## config.mk

```make
export PLATFORM = sky130hd
export DESIGN_NAME = multicycle_ctrl
export DESIGN_NICKNAME = d
export VERILOG_FILES = /design/src/rtl/ctrl_pkg.sv /design/src/rtl/alu_decoder.sv /design/src/rtl/multicycle_ctrl.sv
export SDC_FILE = /design/constraint.sdc
export NUM_CORES = 1
export LEC_CHECK = 0
export ABC_AREA = 1
export CORE_UTILIZATION = 30
export CTS_CLUSTER_SIZE = 24
export DETAILED_ROUTE_END_ITERATION = 10
export PLACE_DENSITY = 0.77
export SLEW_MARGIN = 0
export SYNTH_ARGS = -nofsm -noshare
export SYNTH_HDL_FRONTEND = slang
export SYNTH_SLANG_ARGS = --single-unit
```

## constraint.sdc

```tcl
create_clock -name clk -period 1.2 [get_ports clk]
set_input_delay 0.18 -clock clk [delete_from_list [all_inputs] [get_ports clk]]
set_output_delay 0.18 -clock clk [all_outputs]
set_load 0.01 [all_outputs]
```

## src/rtl/ctrl_pkg.sv

```systemverilog
// Purpose: shared types and encodings for the multicycle RISC-V controller.
// Latency: n/a (types, constants and one combinational helper only).
// Backpressure: n/a. Holds FSM states, ALU/mux/immediate encodings and opcodes.
package ctrl_pkg;

  // Controller states, one per micro-step of an instruction.
  typedef enum logic [3:0] {
    S_FETCH,
    S_DECODE,
    S_MEMADR,
    S_MEMRD,
    S_MEMWB,
    S_MEMWR,
    S_EXEC_R,
    S_EXEC_I,
    S_ALUWB,
    S_JAL,
    S_JALR,
    S_BRANCH,
    S_LUI,
    S_TRAP
  } state_e;

  // How the ALU decoder should interpret funct3/funct7[5] in a given state.
  typedef enum logic [1:0] {
    CLS_ADD,   // address / PC arithmetic: always add
    CLS_R,     // register-register op
    CLS_I,     // register-immediate op
    CLS_BR     // branch compare
  } alu_class_e;

  // alu_ctrl encodings
  localparam logic [3:0] ALU_ADD  = 4'd0;
  localparam logic [3:0] ALU_SUB  = 4'd1;
  localparam logic [3:0] ALU_AND  = 4'd2;
  localparam logic [3:0] ALU_OR   = 4'd3;
  localparam logic [3:0] ALU_XOR  = 4'd4;
  localparam logic [3:0] ALU_SLT  = 4'd5;
  localparam logic [3:0] ALU_SLTU = 4'd6;
  localparam logic [3:0] ALU_SLL  = 4'd7;
  localparam logic [3:0] ALU_SRL  = 4'd8;
  localparam logic [3:0] ALU_SRA  = 4'd9;

  // ALU source 1 select
  localparam logic [1:0] SRC1_PC     = 2'd0;
  localparam logic [1:0] SRC1_PC_OLD = 2'd1;
  localparam logic [1:0] SRC1_RS1    = 2'd2;

  // ALU source 2 select
  localparam logic [1:0] SRC2_RS2  = 2'd0;
  localparam logic [1:0] SRC2_IMM  = 2'd1;
  localparam logic [1:0] SRC2_FOUR = 2'd2;

  // Writeback / PC-next source select
  localparam logic [1:0] RES_ALUOUT  = 2'd0;
  localparam logic [1:0] RES_MEMDATA = 2'd1;
  localparam logic [1:0] RES_ALU     = 2'd2;

  // Immediate formats
  localparam logic [2:0] IMM_I = 3'd0;
  localparam logic [2:0] IMM_S = 3'd1;
  localparam logic [2:0] IMM_B = 3'd2;
  localparam logic [2:0] IMM_U = 3'd3;
  localparam logic [2:0] IMM_J = 3'd4;

  // Supported opcodes
  localparam logic [6:0] OP_LOAD   = 7'b0000011;
  localparam logic [6:0] OP_STORE  = 7'b0100011;
  localparam logic [6:0] OP_R      = 7'b0110011;
  localparam logic [6:0] OP_I      = 7'b0010011;
  localparam logic [6:0] OP_JAL    = 7'b1101111;
  localparam logic [6:0] OP_JALR   = 7'b1100111;
  localparam logic [6:0] OP_BRANCH = 7'b1100011;
  localparam logic [6:0] OP_LUI    = 7'b0110111;

  // Immediate format implied by an opcode; anything not listed is I-type.
  function automatic logic [2:0] imm_fmt(input logic [6:0] op);
    case (op)
      OP_STORE:  return IMM_S;
      OP_BRANCH: return IMM_B;
      OP_LUI:    return IMM_U;
      OP_JAL:    return IMM_J;
      default:   return IMM_I;
    endcase
  endfunction

endpackage

```

## src/rtl/alu_decoder.sv

```systemverilog
// Purpose: maps {state class, funct3, funct7[5]} to the ALU opcode.
// Latency: purely combinational, zero cycles.
// Backpressure: none. Ports: cls_i, funct3_i, funct7b5_i in; alu_ctrl_o out.
module alu_decoder
  import ctrl_pkg::*;
(
  input  alu_class_e  cls_i,
  input  logic [2:0]  funct3_i,
  input  logic        funct7b5_i,
  output logic [3:0]  alu_ctrl_o
);

  always_comb begin
    alu_ctrl_o = ALU_ADD;
    case (cls_i)
      CLS_R: begin
        case (funct3_i)
          3'b000:  alu_ctrl_o = funct7b5_i ? ALU_SUB : ALU_ADD;
          3'b001:  alu_ctrl_o = ALU_SLL;
          3'b010:  alu_ctrl_o = ALU_SLT;
          3'b011:  alu_ctrl_o = ALU_SLTU;
          3'b100:  alu_ctrl_o = ALU_XOR;
          3'b101:  alu_ctrl_o = funct7b5_i ? ALU_SRA : ALU_SRL;
          3'b110:  alu_ctrl_o = ALU_OR;
          default: alu_ctrl_o = ALU_AND;
        endcase
      end
      CLS_I: begin
        // Immediate forms have no subtract; bit 30 only selects srai vs srli.
        case (funct3_i)
          3'b000:  alu_ctrl_o = ALU_ADD;
          3'b001:  alu_ctrl_o = ALU_SLL;
          3'b010:  alu_ctrl_o = ALU_SLT;
          3'b011:  alu_ctrl_o = ALU_SLTU;
          3'b100:  alu_ctrl_o = ALU_XOR;
          3'b101:  alu_ctrl_o = funct7b5_i ? ALU_SRA : ALU_SRL;
          3'b110:  alu_ctrl_o = ALU_OR;
          default: alu_ctrl_o = ALU_AND;
        endcase
      end
      CLS_BR: begin
        // funct3[2:1]: 00 eq/ne, 10 signed lt/ge, 11 unsigned lt/ge.
        case (funct3_i[2:1])
          2'b10:   alu_ctrl_o = ALU_SLT;
          2'b11:   alu_ctrl_o = ALU_SLTU;
          default: alu_ctrl_o = ALU_SUB;
        endcase
      end
      default: alu_ctrl_o = ALU_ADD;
    endcase
  end

endmodule

```

## src/rtl/multicycle_ctrl.sv

```systemverilog
// Purpose: multicycle RISC-V (RV32I subset) control FSM driving datapath muxes/enables.
// Latency: load 5, store/R/I/JAL/JALR 4, branch/LUI 3 cycles, plus memory wait cycles.
// Backpressure: FETCH, MEMRD and MEMWR hold while mem_ready=0 (tied high if USE_MEM_READY=0).
// Ports: clk, rst_n, instr (IR), zero (bit0 eq, bit1 lt), mem_ready in;
//        pc_we/ir_we/mem_we/rf_we, adr_sel, result_sel, alu_src1_sel, alu_src2_sel,
//        alu_ctrl, imm_sel, illegal (sticky until reset) out.
module multicycle_ctrl
  import ctrl_pkg::*;
#(
  parameter bit USE_MEM_READY = 1'b1
) (
  input  logic        clk,
  input  logic        rst_n,
  input  logic [31:0] instr,
  input  logic [1:0]  zero,
  input  logic        mem_ready,
  output logic        pc_we,
  output logic        ir_we,
  output logic        mem_we,
  output logic        rf_we,
  output logic        adr_sel,
  output logic [1:0]  result_sel,
  output logic [1:0]  alu_src1_sel,
  output logic [1:0]  alu_src2_sel,
  output logic [3:0]  alu_ctrl,
  output logic [2:0]  imm_sel,
  output logic        illegal
);

  state_e     state_q, state_d;
  alu_class_e alu_cls;
  logic       mem_rdy;
  logic [6:0] opcode;
  logic [2:0] funct3;
  logic       funct7b5;
  logic       br_flag;
  logic       br_taken;
  logic       unused_instr;

  assign mem_rdy  = USE_MEM_READY ? mem_ready : 1'b1;
  assign opcode   = instr[6:0];
  assign funct3   = instr[14:12];
  assign funct7b5 = instr[30];

  // Register indices and the rest of funct7 are datapath concerns only.
  assign unused_instr = ^{instr[31], instr[29:15], instr[11:7]};

  // Signed/unsigned compares report via zero[1], eq/ne via zero[0];
  // funct3[0] inverts the sense (bne/bge/bgeu).
  assign br_flag  = funct3[2] ? zero[1] : zero[0];
  assign br_taken = br_flag ^ funct3[0];

  // State register
  always_ff @(posedge clk or negedge rst_n) begin
    if (!rst_n) begin
      state_q <= S_FETCH;
    end else begin
      state_q <= state_d;
    end
  end

  // Next-state logic
  always_comb begin
    state_d = state_q;
    case (state_q)
      S_FETCH:  if (mem_rdy) state_d = S_DECODE;
      S_DECODE: begin
        case (opcode)
          OP_LOAD, OP_STORE: state_d = S_MEMADR;
          OP_R:              state_d = S_EXEC_R;
          OP_I:              state_d = S_EXEC_I;
          OP_JAL:            state_d = S_JAL;
          OP_JALR:           state_d = S_JALR;
          OP_BRANCH:         state_d = S_BRANCH;
          OP_LUI:            state_d = S_LUI;
          default:           state_d = S_TRAP;
        endcase
      end
      S_MEMADR: state_d = (opcode == OP_STORE) ? S_MEMWR : S_MEMRD;
      S_MEMRD:  if (mem_rdy) state_d = S_MEMWB;
      S_MEMWB:  state_d = S_FETCH;
      S_MEMWR:  if (mem_rdy) state_d = S_FETCH;
      S_EXEC_R: state_d = S_ALUWB;
      S_EXEC_I: state_d = S_ALUWB;
      S_ALUWB:  state_d = S_FETCH;
      S_JAL:    state_d = S_ALUWB;
      S_JALR:   state_d = S_ALUWB;
      S_BRANCH: state_d = S_FETCH;
      S_LUI:    state_d = S_FETCH;
      S_TRAP:   state_d = S_TRAP;
      default:  state_d = S_FETCH;
    endcase
  end

  // Output logic
  always_comb begin
    pc_we        = 1'b0;
    ir_we        = 1'b0;
    mem_we       = 1'b0;
    rf_we        = 1'b0;
    adr_sel      = 1'b0;
    result_sel   = RES_ALUOUT;
    alu_src1_sel = SRC1_PC;
    alu_src2_sel = SRC2_RS2;
    alu_cls      = CLS_ADD;
    imm_sel      = imm_fmt(opcode);
    illegal      = 1'b0;
    case (state_q)
      S_FETCH: begin
        // PC+4 goes straight to the PC; the IR latches once memory answers.
        alu_src1_sel = SRC1_PC;
        alu_src2_sel = SRC2_FOUR;
        result_sel   = RES_ALU;
        ir_we        = mem_rdy;
        pc_we        = mem_rdy;
      end
      S_DECODE: begin
        // Speculative branch/jump target PC_old+imm into the ALU-out register.
        alu_src1_sel = SRC1_PC_OLD;
        alu_src2_sel = SRC2_IMM;
      end
      S_MEMADR: begin
        alu_src1_sel = SRC1_RS1;
        alu_src2_sel = SRC2_IMM;
      end
      S_MEMRD: adr_sel = 1'b1;
      S_MEMWB: begin
        result_sel = RES_MEMDATA;
        rf_we      = 1'b1;
      end
      S_MEMWR: begin
        adr_sel = 1'b1;
        mem_we  = 1'b1;
      end
      S_EXEC_R: begin
        alu_src1_sel = SRC1_RS1;
        alu_src2_sel = SRC2_RS2;
        alu_cls      = CLS_R;
      end
      S_EXEC_I: begin
        alu_src1_sel = SRC1_RS1;
        alu_src2_sel = SRC2_IMM;
        alu_cls      = CLS_I;
      end
      S_ALUWB: begin
        result_sel = RES_ALUOUT;
        rf_we      = 1'b1;
      end
      S_JAL: begin
        // Target (from DECODE) loads the PC while PC_old+4 is computed for rd.
        alu_src1_sel = SRC1_PC_OLD;
        alu_src2_sel = SRC2_FOUR;
        result_sel   = RES_ALUOUT;
        pc_we        = 1'b1;
      end
      S_JALR: begin
        alu_src1_sel = SRC1_RS1;
        alu_src2_sel = SRC2_IMM;
        result_sel   = RES_ALU;
        pc_we        = 1'b1;
      end
      S_BRANCH: begin
        alu_src1_sel = SRC1_RS1;
        alu_src2_sel = SRC2_RS2;
        alu_cls      = CLS_BR;
        result_sel   = RES_ALUOUT;
        pc_we        = br_taken;
      end
      S_LUI: begin
        // Decoder zeroes rs1 for LUI, so rs1+imm is just the U immediate.
        imm_sel      = IMM_U;
        alu_src1_sel = SRC1_RS1;
        alu_src2_sel = SRC2_IMM;
        result_sel   = RES_ALU;
        rf_we        = 1'b1;
      end
      S_TRAP: illegal = 1'b1;
      default: ;
    endcase
    // FETCH is the reset state and would otherwise assert ir_we/pc_we
    // combinationally from mem_ready while reset is still held.
    if (!rst_n) begin
      pc_we  = 1'b0;
      ir_we  = 1'b0;
      mem_we = 1'b0;
      rf_we  = 1'b0;
    end
  end

  alu_decoder u_alu_decoder (
    .cls_i      (alu_cls),
    .funct3_i   (funct3),
    .funct7b5_i (funct7b5),
    .alu_ctrl_o (alu_ctrl)
  );

endmodule

```

=== Yosys cells after proc, flatten, opt, wreduce, memory -nomap -nowiden ===
Index checks and enable logic that the tools add are counted.

* Flip-flop bits (word level): 4
* Latch bits: 0
* Bits in writable memories: 0
* Bits in read-only memories: 0
* Input port bits: 37
* Output and inout bits: 19
* Memories: 0

* Add/sub/neg operators: 0
* Multipliers: 0
* Divide/modulo/power cells: 0
* Order comparisons: 0
* Eq/ne operators: 35
* Shifts and indexed selects: 0
* Muxes and demuxes: 29
* Bitwise logic cells: 1
* Reduce and logical (&&, ||, !) cells: 13

{| class="wikitable"
|+ Operator list
! kind !! number
|-
| $pmux 4 s7 || 4
|-
| $eq 4x4->1 const B || 6
|-
| $eq 7x6->1 const B || 3
|-
| $eq 7x7->1 const B || 3
|-
| $eq 4x3->1 const B || 4
|-
| $mux 1 || 12
|-
| $mux 4 || 3
|-
| $pmux 2 s2 || 3
|-
| $pmux 3 s4 || 1
|-
| $pmux 4 s3 || 1
|-
| $reduce_or 2->1 || 5
|-
| $eq 3x3->1 const B || 3
|-
| $eq 2x2->1 const B || 4
|-
| $eq 4x2->1 const B || 2
|-
| $eq 7x2->1 const B || 1
|-
| $eq 7x5->1 const B || 1
|-
| $eq 3x2->1 const B || 2
|-
| $mux 3 || 2
|-
| $ne 2x2->1 const B || 3
|-
| $pmux 2 s3 || 1
|-
| $pmux 3 s2 || 1
|-
| $reduce_or 3->1 || 2
|-
| $reduce_or 6->1 || 1
|-
| $reduce_or 5->1 || 1
|-
| other kinds (9) || 9
|}

=== Longest topological paths before layout ===
Gate-level depths: netlist (run 1).

* Depth after elaboration: 4
* Depth in mapped cells: 11
* Gate-level depth less buffers: 11

=== Cells and area by module ===
Synthesis (run 1) repeated with hierarchy kept, for this count alone.

* Cell total of the unflattened synthesis: 150
* Area, all modules: 730.7 um2

{| class="wikitable"
|+ Modules (own cells, without submodules)
! module !! instances !! cells an instance !! area each (um2)
|-
| multicycle_ctrl || 1 || 119 || 591.8
|-
| alu_decoder || 1 || 31 || 138.9
|}

=== Least setup slack after synthesis (run 1) ===
OpenSTA, ideal clock, no wires.

* Path kind: flip-flop to output port
* From: register state_q[2]
* To: output alu_ctrl[0]
* Arrival: 1.160 ns
* Setup slack: -0.140 ns
* Stages on the path, launching flop included: 9
* Path buffers: 0
* Cell sequence: dfrtp_1 inv_2 nor2_2 inv_2 nor2_4 inv_2 nor4_4 nand2_1 nand2_1

* Cells in the longest elaborated chain, start to end: 4

{| class="wikitable"
|+ RTL lines
! item !! RTL line !! RTL
|-
| start: declaration || multicycle_ctrl.sv:30 || <nowiki>state_e state_q, state_d;</nowiki>
|-
| start signal: assignment || multicycle_ctrl.sv:58 || <nowiki>state_q <= state_d;</nowiki>
|-
| $eq 4x4->1 / $eq 4x3->1 (equally long branches) || multicycle_ctrl.sv:108 || <nowiki>case (state_q)</nowiki>
|-
| $pmux 2 s3 * || multicycle_ctrl.sv:108 ||
|-
| $eq 2x2->1 / $eq 2x1->1 (equally long branches) || alu_decoder.sv:15 || <nowiki>case (cls_i)</nowiki>
|-
| $pmux 4 s3 * || alu_decoder.sv:15 ||
|-
| end: declaration || multicycle_ctrl.sv:25 || <nowiki>output logic [3:0] alu_ctrl,</nowiki>
|}

Mark *: on every way between the ends. The rest lies on a longest branch, timed or not.

=== Worst setup path in the final report (run 1) ===
* From: register state_q[2]
* To: output alu_src1_sel[1]

* Cells in the longest elaborated chain, start to end: 3

{| class="wikitable"
|+ RTL lines
! item !! RTL line !! RTL
|-
| $eq 4x4->1, or another cell as far along || multicycle_ctrl.sv:108 ||
|-
| $reduce_or 6->1 (no line) / $reduce_or 2->1 (equally long branches) || - ||
|-
| $pmux 2 s2 * || multicycle_ctrl.sv:108 ||
|-
| end: declaration || multicycle_ctrl.sv:23 || <nowiki>output logic [1:0] alu_src1_sel,</nowiki>
|}

Marked as above.

==> metrics.md, run 1 <==
| Metric | Value |
|---|---|
| Core Util, Final | `0.786` |
| Synth Area in Adders | `0` |
| Post-Syn Area per Cell | `5.28 um2` |
| Setup WS post-layout | `-0.569 ns` |
| Drt pass-1 iters | `4` |
| Most common cell after layout, fill and taps aside | `buf_4` |
| Max reg flops | `4` |
| Setup WS pre-CTS | `-0.989 ns` |
| First-pass GRT wire length | `5.44 mm` |
| RSZ-0062 raised after global routing | `yes` |
| Syn Inst Count | `134` |
| Die Area | `0.00256 mm2` |
| CTS tree | `done` |
| Area leader, netlist | `nand2_1` |
| Layout cells sized above 1 | `0.627` |
| Required time of the critical path | `1.02 ns` |
| Post-Layout Cell Count | `261` |
| Pwr Total | `2.83 mW` |
| Area share of the largest cell type after synthesis | `0.191` |
| Ys Warns | `0` |
| Xor/xnor share of the synthesized area | `0.0124` |
| Largest regs | `state_q: 4 flops` |
| Worst Path Max Fanout | `4` |
| Failing checks | `setup timing` |
| Final period util | `1.47` |
| Synth unique cells | `25` |
| Compound-Gate Fraction of Synth Area | `0.164` |
| Grt ovf | `0` |
| Clk pin slew, worst setup/hold paths | `0.04 ns` |
| DP Wirelength | `2.22 mm` |
| Cell family with most CP delay | `buffers and inverters` |
| Mux contribution to synthesized area | `0` |
| Fmax | `565 MHz` |
| Nets@finish | `272` |
| Vias in the first global route | `1270` |
| Drt wl/cell | `14.8 um` |
| Buf/Inv on CP | `5` |
| Final setup TNS | `-9.30 ns` |
| Root Driver | `clkbuf_4` |
| Largest family of logic cells by synthesized area | `simple AND/OR/NAND/NOR gates` |
| Worst hold slack | `0.236 ns` |
| RR Startpoint | `state_q[1]$_DFFE_PN0P_` |
| GP Congestion | `0.870` |
| Outcome | `complete, but fails checks` |
| Antenna violations before repair | `0` |
| Core Area | `0.00221 mm2` |
| Final Hold Fails | `0` |
| Register area share after synthesis | `0.141` |
| Reg2reg setup slack | `-0.34 ns` |
| Final Setup Violations | `23` |
| GR Util All Layers | `0.282` |
| CTS Sinks | `4` |
| Clk Latency, worst-skew pair | `0.23 ns` |
| Pins over their slew limit | `0` |
| Via count | `1313` |
| Die height | `50.6 um` |
| Max_slew headroom | `0.820` |
| Crit path launch type | `flop` |
| Critical Path Sink Type | `output port` |
| Post-DP Area | `0.00142 mm2` |
| VDD IR-drop max | `1.39 mV` |
| DRC violations left | `0` |
| Post-route cell area | `0.00174 mm2` |
| Most frequent cells in the layout | `buf_4, nand2_1, buf_6, inv_2, buf_2` |
| Leak | `0.915 nW` |
| Area of the mapped netlist | `708 um2` |
| Most flops, register | `state_q` |
| Crit-path slowest cell | `dfrtp_2` |
| Most frequent CP cell | `nor2_4` |
| Layout area overhead | `146%` |
| Placement Rows | `17` |
| Post-Synth Simple-Gate Area | `0.528` |
| Tmin final | `1.77 ns` |
| Seq cells post-synth | `4` |
| PortBufs | `34` |
| Total CTS buffers | `3` |
| Vias/cell | `5.03` |
| CTS Buffer Depth | `2` |
| Largest net degree at the start of global routing | `6` |
| Path category of the worst min-delay check | `primary input to asynchronous set/reset pin` |
| # diodes | `0` |
| Slowest stage delay, CP | `0.45 ns` |
| Slew @ Worst Pin | `0.269 ns` |
| Top area cells in the synthesized netlist | `nand2_1, dfrtp_1, inv_1` |
| Cell Chain, Critical Path | `inv_4 > nor2_4 > inv_2 > nor2_4 > buf_4 > buf_6 > a21oi_4 > o211ai_1 > buf_2` |
| Cells on worst reg2reg path | `12` |
| Skew final | `0.000395 ns` |
| Initial Util | `0.320` |
| Starting DRT DRC Count | `48` |
| H-tree depth | `1` |
| Placed cells | `240` |
| Crit Path Class | `flop to output port` |
| I/O pin count | `56` |
| PD cells | `1630 mW/mm2` |
| Syn_nets | `171` |
| Routed Antenna Nets | `0` |
| Arr. time, crit path | `1.59 ns` |
| Die span in x | `50.6 um` |
| Routed WL | `3.87 mm` |
| Hold bufs inserted after CTS | `0` |
| Reg-to-Reg End | `state_q[2]$_DFFE_PN0P_` |
| Max cap viols | `0` |
## logic make-up (layout without fill, tap and decap cells)
group | after synthesis | in the layout
buf+inv | 29 | 128
simple gates | 80 | 80
compound gates | 20 | 20
xor+xnor | 1 | 1
flops | 4 | 4
## timing repair
| item | in CTS | in global routing |
|---|---|---|
| setup buffers | 13 | 8 |
| resized for setup | 123 | 35 |
| cloned | 0 | 0 |
| endpoints found under the setup margin | 23 | 23 |
| pin swaps | 11 | 14 |
## cell type report
type / instances / area [um2]
fill: 155 / 473
tap: 28 / 35.0
multi-input combinational: 101 / 676
sequential: 4 / 104
inverter: 29 / 116
timing repair buffer: 96 / 786
clock buffer: 3 / 22.5
## layer usage
layer / vias to the layer above / global-route usage / wire length, um
met4: 0 / 0.134 / 105
met1: 641 / 0.327 / 1700
met5: - / 0 / 0
met3: 10 / 0.0394 / 108
li1: 624 / - / -
met2: 38 / 0.502 / 1960
## synthesized netlist by cell type
cell / count
nor4_4: 1
o211ai_1: 2
nand3_1: 6
a31oi_1: 1
nand3_2: 1
nand2_1: 36
o31ai_1: 1
dfrtp_1: 4
xor2_1: 1
or2_1: 1
or2_2: 2
nand4_1: 2
a22oi_1: 1
nand2_2: 1
o22ai_1: 1
a21oi_1: 7
nor2_2: 6
inv_2: 8
o2bb2ai_1: 1
nor2_1: 19
o21ai_0: 5
inv_1: 21
nor3_1: 4
o21ai_1: 1
nor2_4: 1
## report_power, final
group / switching [mW] / leakage (nW) / internal (mW)
combinational: 1.21 / 0.854 / 1.17
clock: 0.0502 / 0.0138 / 0.112
sequential: 0.0904 / 0.0478 / 0.196
total: 1.35 / 0.915 / 1.48
## worst max path at each step
stage,startpoint,endpoint,slack (ns),depth (start not counted)
2_1_floorplan,state_q[2]$_DFFE_PN0P_,alu_ctrl[0],-0.14,8
3_3_place_gp,instr[14],pc_we,-0.90,7
3_5_place_dp,instr[14],pc_we,-0.99,7
4_1_cts,state_q[3]$_DFFE_PN0P_,pc_we,-0.49,8
5_1_grt,state_q[1]$_DFFE_PN0P_,pc_we,-0.68,8
6_report,state_q[2]$_DFFE_PN0P_,alu_src1_sel[1],-0.57,9
(Power assumes the default switching activity.)
==> run 2, diff against run 1 <==
- CORE_UTILIZATION: 30 -> 31
- CTS_BUF_LIST: default -> sky130_fd_sc_hd__clkbuf_4 sky130_fd_sc_hd__clkbuf_8
- PLACE_DENSITY: 0.77 -> 0.79
- REMOVE_ABC_BUFFERS: default -> 1
==> metrics.md, run 2 (synthesized netlist as in run 1, its figures left out) <==
| Metric | Value |
|---|---|
| Outcome | `complete, but fails checks` |
| Failing checks | `setup timing` |
| Leak | `0.960 nW` |
| Most frequent cells in the layout | `buf_4, nand2_1, buf_6, buf_2, nor2_4` |
| Slowest stage delay, CP | `0.48 ns` |
| Arr. time, crit path | `1.70 ns` |
| CTS Buffer Depth | `2` |
| First-pass GRT wire length | `5.36 mm` |
| Path category of the worst min-delay check | `primary input to asynchronous set/reset pin` |
| Wire length on met3 | `393 um` |
| Top Metal Used | `met4` |
| PortBufs | `34` |
| DRC violations left | `0` |
| Crit path launch type | `flop` |
| Die height | `49.8 um` |
| Fmax | `533 MHz` |
| Root Driver | `clkbuf_4` |
| Met2 routed WL | `2.47 mm` |
| Pwr Total | `3.26 mW` |
| Setup WS post-layout | `-0.678 ns` |
| Largest regs | `state_q: 4 flops` |
| Max_slew headroom | `0.804` |
| Initial Util | `0.343` |
| Sequential Power Share | `0.106` |
| P_sw | `1.61 mW` |
| Clk Latency, worst-skew pair | `0.24 ns` |
| Clk network pwr share | `0.054` |
| Placement Rows | `16` |
| Tmin final | `1.88 ns` |
| Nets@finish | `274` |
| Logic pwr share | `0.840` |
| GP Congestion | `0.905` |
| GR Util All Layers | `0.281` |
| Pins over their slew limit | `0` |
| Reg-to-Reg End | `state_q[0]$_DFFE_PN0P_` |
| Drt wl/cell | `18.9 um` |
| Die span in x | `49.8 um` |
| Layout cells sized above 1 | `0.677` |
| CTS Sinks | `4` |
| Crit Path Class | `flop to output port` |
| Most flops, register | `state_q` |
| RR Startpoint | `state_q[0]$_DFFE_PN0P_` |
| Largest net degree at the start of global routing | `6` |
| Starting DRT DRC Count | `69` |
| Max reg flops | `4` |
| Crit-path slowest cell | `dfrtp_2` |
| Required time of the critical path | `1.02 ns` |
| Core Area | `0.00206 mm2` |
| CTS tree | `done` |
| Met1 wire length | `1.74 mm` |
| Die Area | `0.00248 mm2` |
| # diodes | `0` |
| Cells on worst reg2reg path | `12` |
| Final period util | `1.56` |
| Cell Chain, Critical Path | `nor2_4 > inv_2 > nor2_4 > inv_2 > nor4_4 > nand2_1 > nand2_1 > buf_2` |
| VDD IR-drop max | `1.36 mV` |
| PD cells | `1780 mW/mm2` |
| Drt pass-1 iters | `5` |
| Vias in the first global route | `1245` |
| Worst hold slack | `0.236 ns` |
| Via count | `1462` |
| Most common cell after layout, fill and taps aside | `buf_4` |
| Slew @ Worst Pin | `0.291 ns` |
| DP Wirelength | `2.30 mm` |
| Grt ovf | `0` |
| RSZ-0062 raised after global routing | `yes` |
| Skew final | `0.00703 ns` |
| Critical Path Sink Type | `output port` |
| Net Sw Frac | `0.494` |
| Final Hold Fails | `0` |
| Total CTS buffers | `3` |
| Layout area overhead | `159%` |
| Antenna violations before repair | `0` |
| Int Pwr | `1.65 mW` |
| Vias/cell | `5.58` |
| Max cap viols | `0` |
| Final Setup Violations | `23` |
| Routed WL | `4.95 mm` |
| Routed Antenna Nets | `0` |
| Clk pin slew, worst setup/hold paths | `0.04 ns` |
| Worst Path Max Fanout | `5` |
| Final setup TNS | `-10.71 ns` |
| H-tree depth | `1` |
| I/O pin count | `56` |
| Reg2reg setup slack | `-0.43 ns` |
| Fill cells | `93` |
[run 2: changes by cell type in the layout (fill, tap and decap cells not counted), moves of 3 or more]
cell,delta
nor2_1,-3
nor2_4,+3
buf_6,+4
nand2_2,+6
inv_2,-3
nand2_1,-7
[run 2: worst max-delay path by stage]
stage,cells past startpoint,startpoint,endpoint,slack (ns)
2_1_floorplan,8,state_q[2]$_DFFE_PN0P_,alu_ctrl[0],-0.14
3_3_place_gp,7,instr[14],pc_we,-0.84
3_5_place_dp,7,instr[14],pc_we,-0.90
4_1_cts,7,state_q[3]$_DFFE_PN0P_,result_sel[1],-0.49
5_1_grt,9,state_q[2]$_DFFE_PN0P_,alu_ctrl[0],-0.64
6_report,8,state_q[3]$_DFFE_PN0P_,alu_ctrl[0],-0.68
[run 2: layout make-up]
cell class	instances	area, um2	area share
Clock buffer	3	22.5	0.0123
Inverter	29	121	0.0662
Multi-Input combinational cell	101	732	0.399
Sequential cell	4	105	0.0573
Tap cell	27	33.8	0.0184
Timing Repair Buffer	98	818	0.446
[run 2: layer usage]
| layer | vias up | global-route usage |
|---|---|---|
| met1 | 674 | 0.327 |
| met2 | 120 | 0.541 |
| li1 | 626 | - |
| met3 | 42 | 0.0216 |
| met4 | 0 | 0.0714 |
| met5 | - | 0 |
[run 2: repair_timing]
action,CTS,global route
buffers inserted,7,16
pin swaps,9,21
hold buffers,0,0
setup endpoints to repair,23,23
resized for setup,125,62
[run 2: critical path, delay by kind of cell, from the launching register on]
| family | cells | cell delay (ns) |
|---|---|---|
| and+or+nand+nor | 5 | 0.67 |
| DFF | 1 | 0.48 |
| buffers and inverters | 3 | 0.29 |
[run 2: power groups by stage]
stage / sequential, mW / clock (mW) / combinational, mW
after global placement: 0.255 / 0 / 1.61
after CTS: 0.290 / 0.177 / 1.83
final: 0.344 / 0.177 / 2.74
after detailed placement: 0.260 / 0 / 1.65
after floorplan: 0.244 / 0 / 0.676
after global routing: 0.345 / 0.190 / 2.84
[run 2: per-stage QoR]
| step | cells | cell area (um2) | worst slack (ns) | util |
|---|---|---|---|---|
| 2_1_floorplan | 134 | 708 | -0.140 | - |
| 3_3_place_gp | 240 | 1420 | -0.844 | 0.689 |
| 3_5_place_dp | 240 | 1420 | -0.900 | 0.689 |
| 4_1_cts | 249 | 1530 | -0.488 | 0.744 |
| 5_1_grt | 262 | 1830 | -0.644 | 0.889 |
| 6_report | 262 | 1830 | -0.678 | 0.889 |
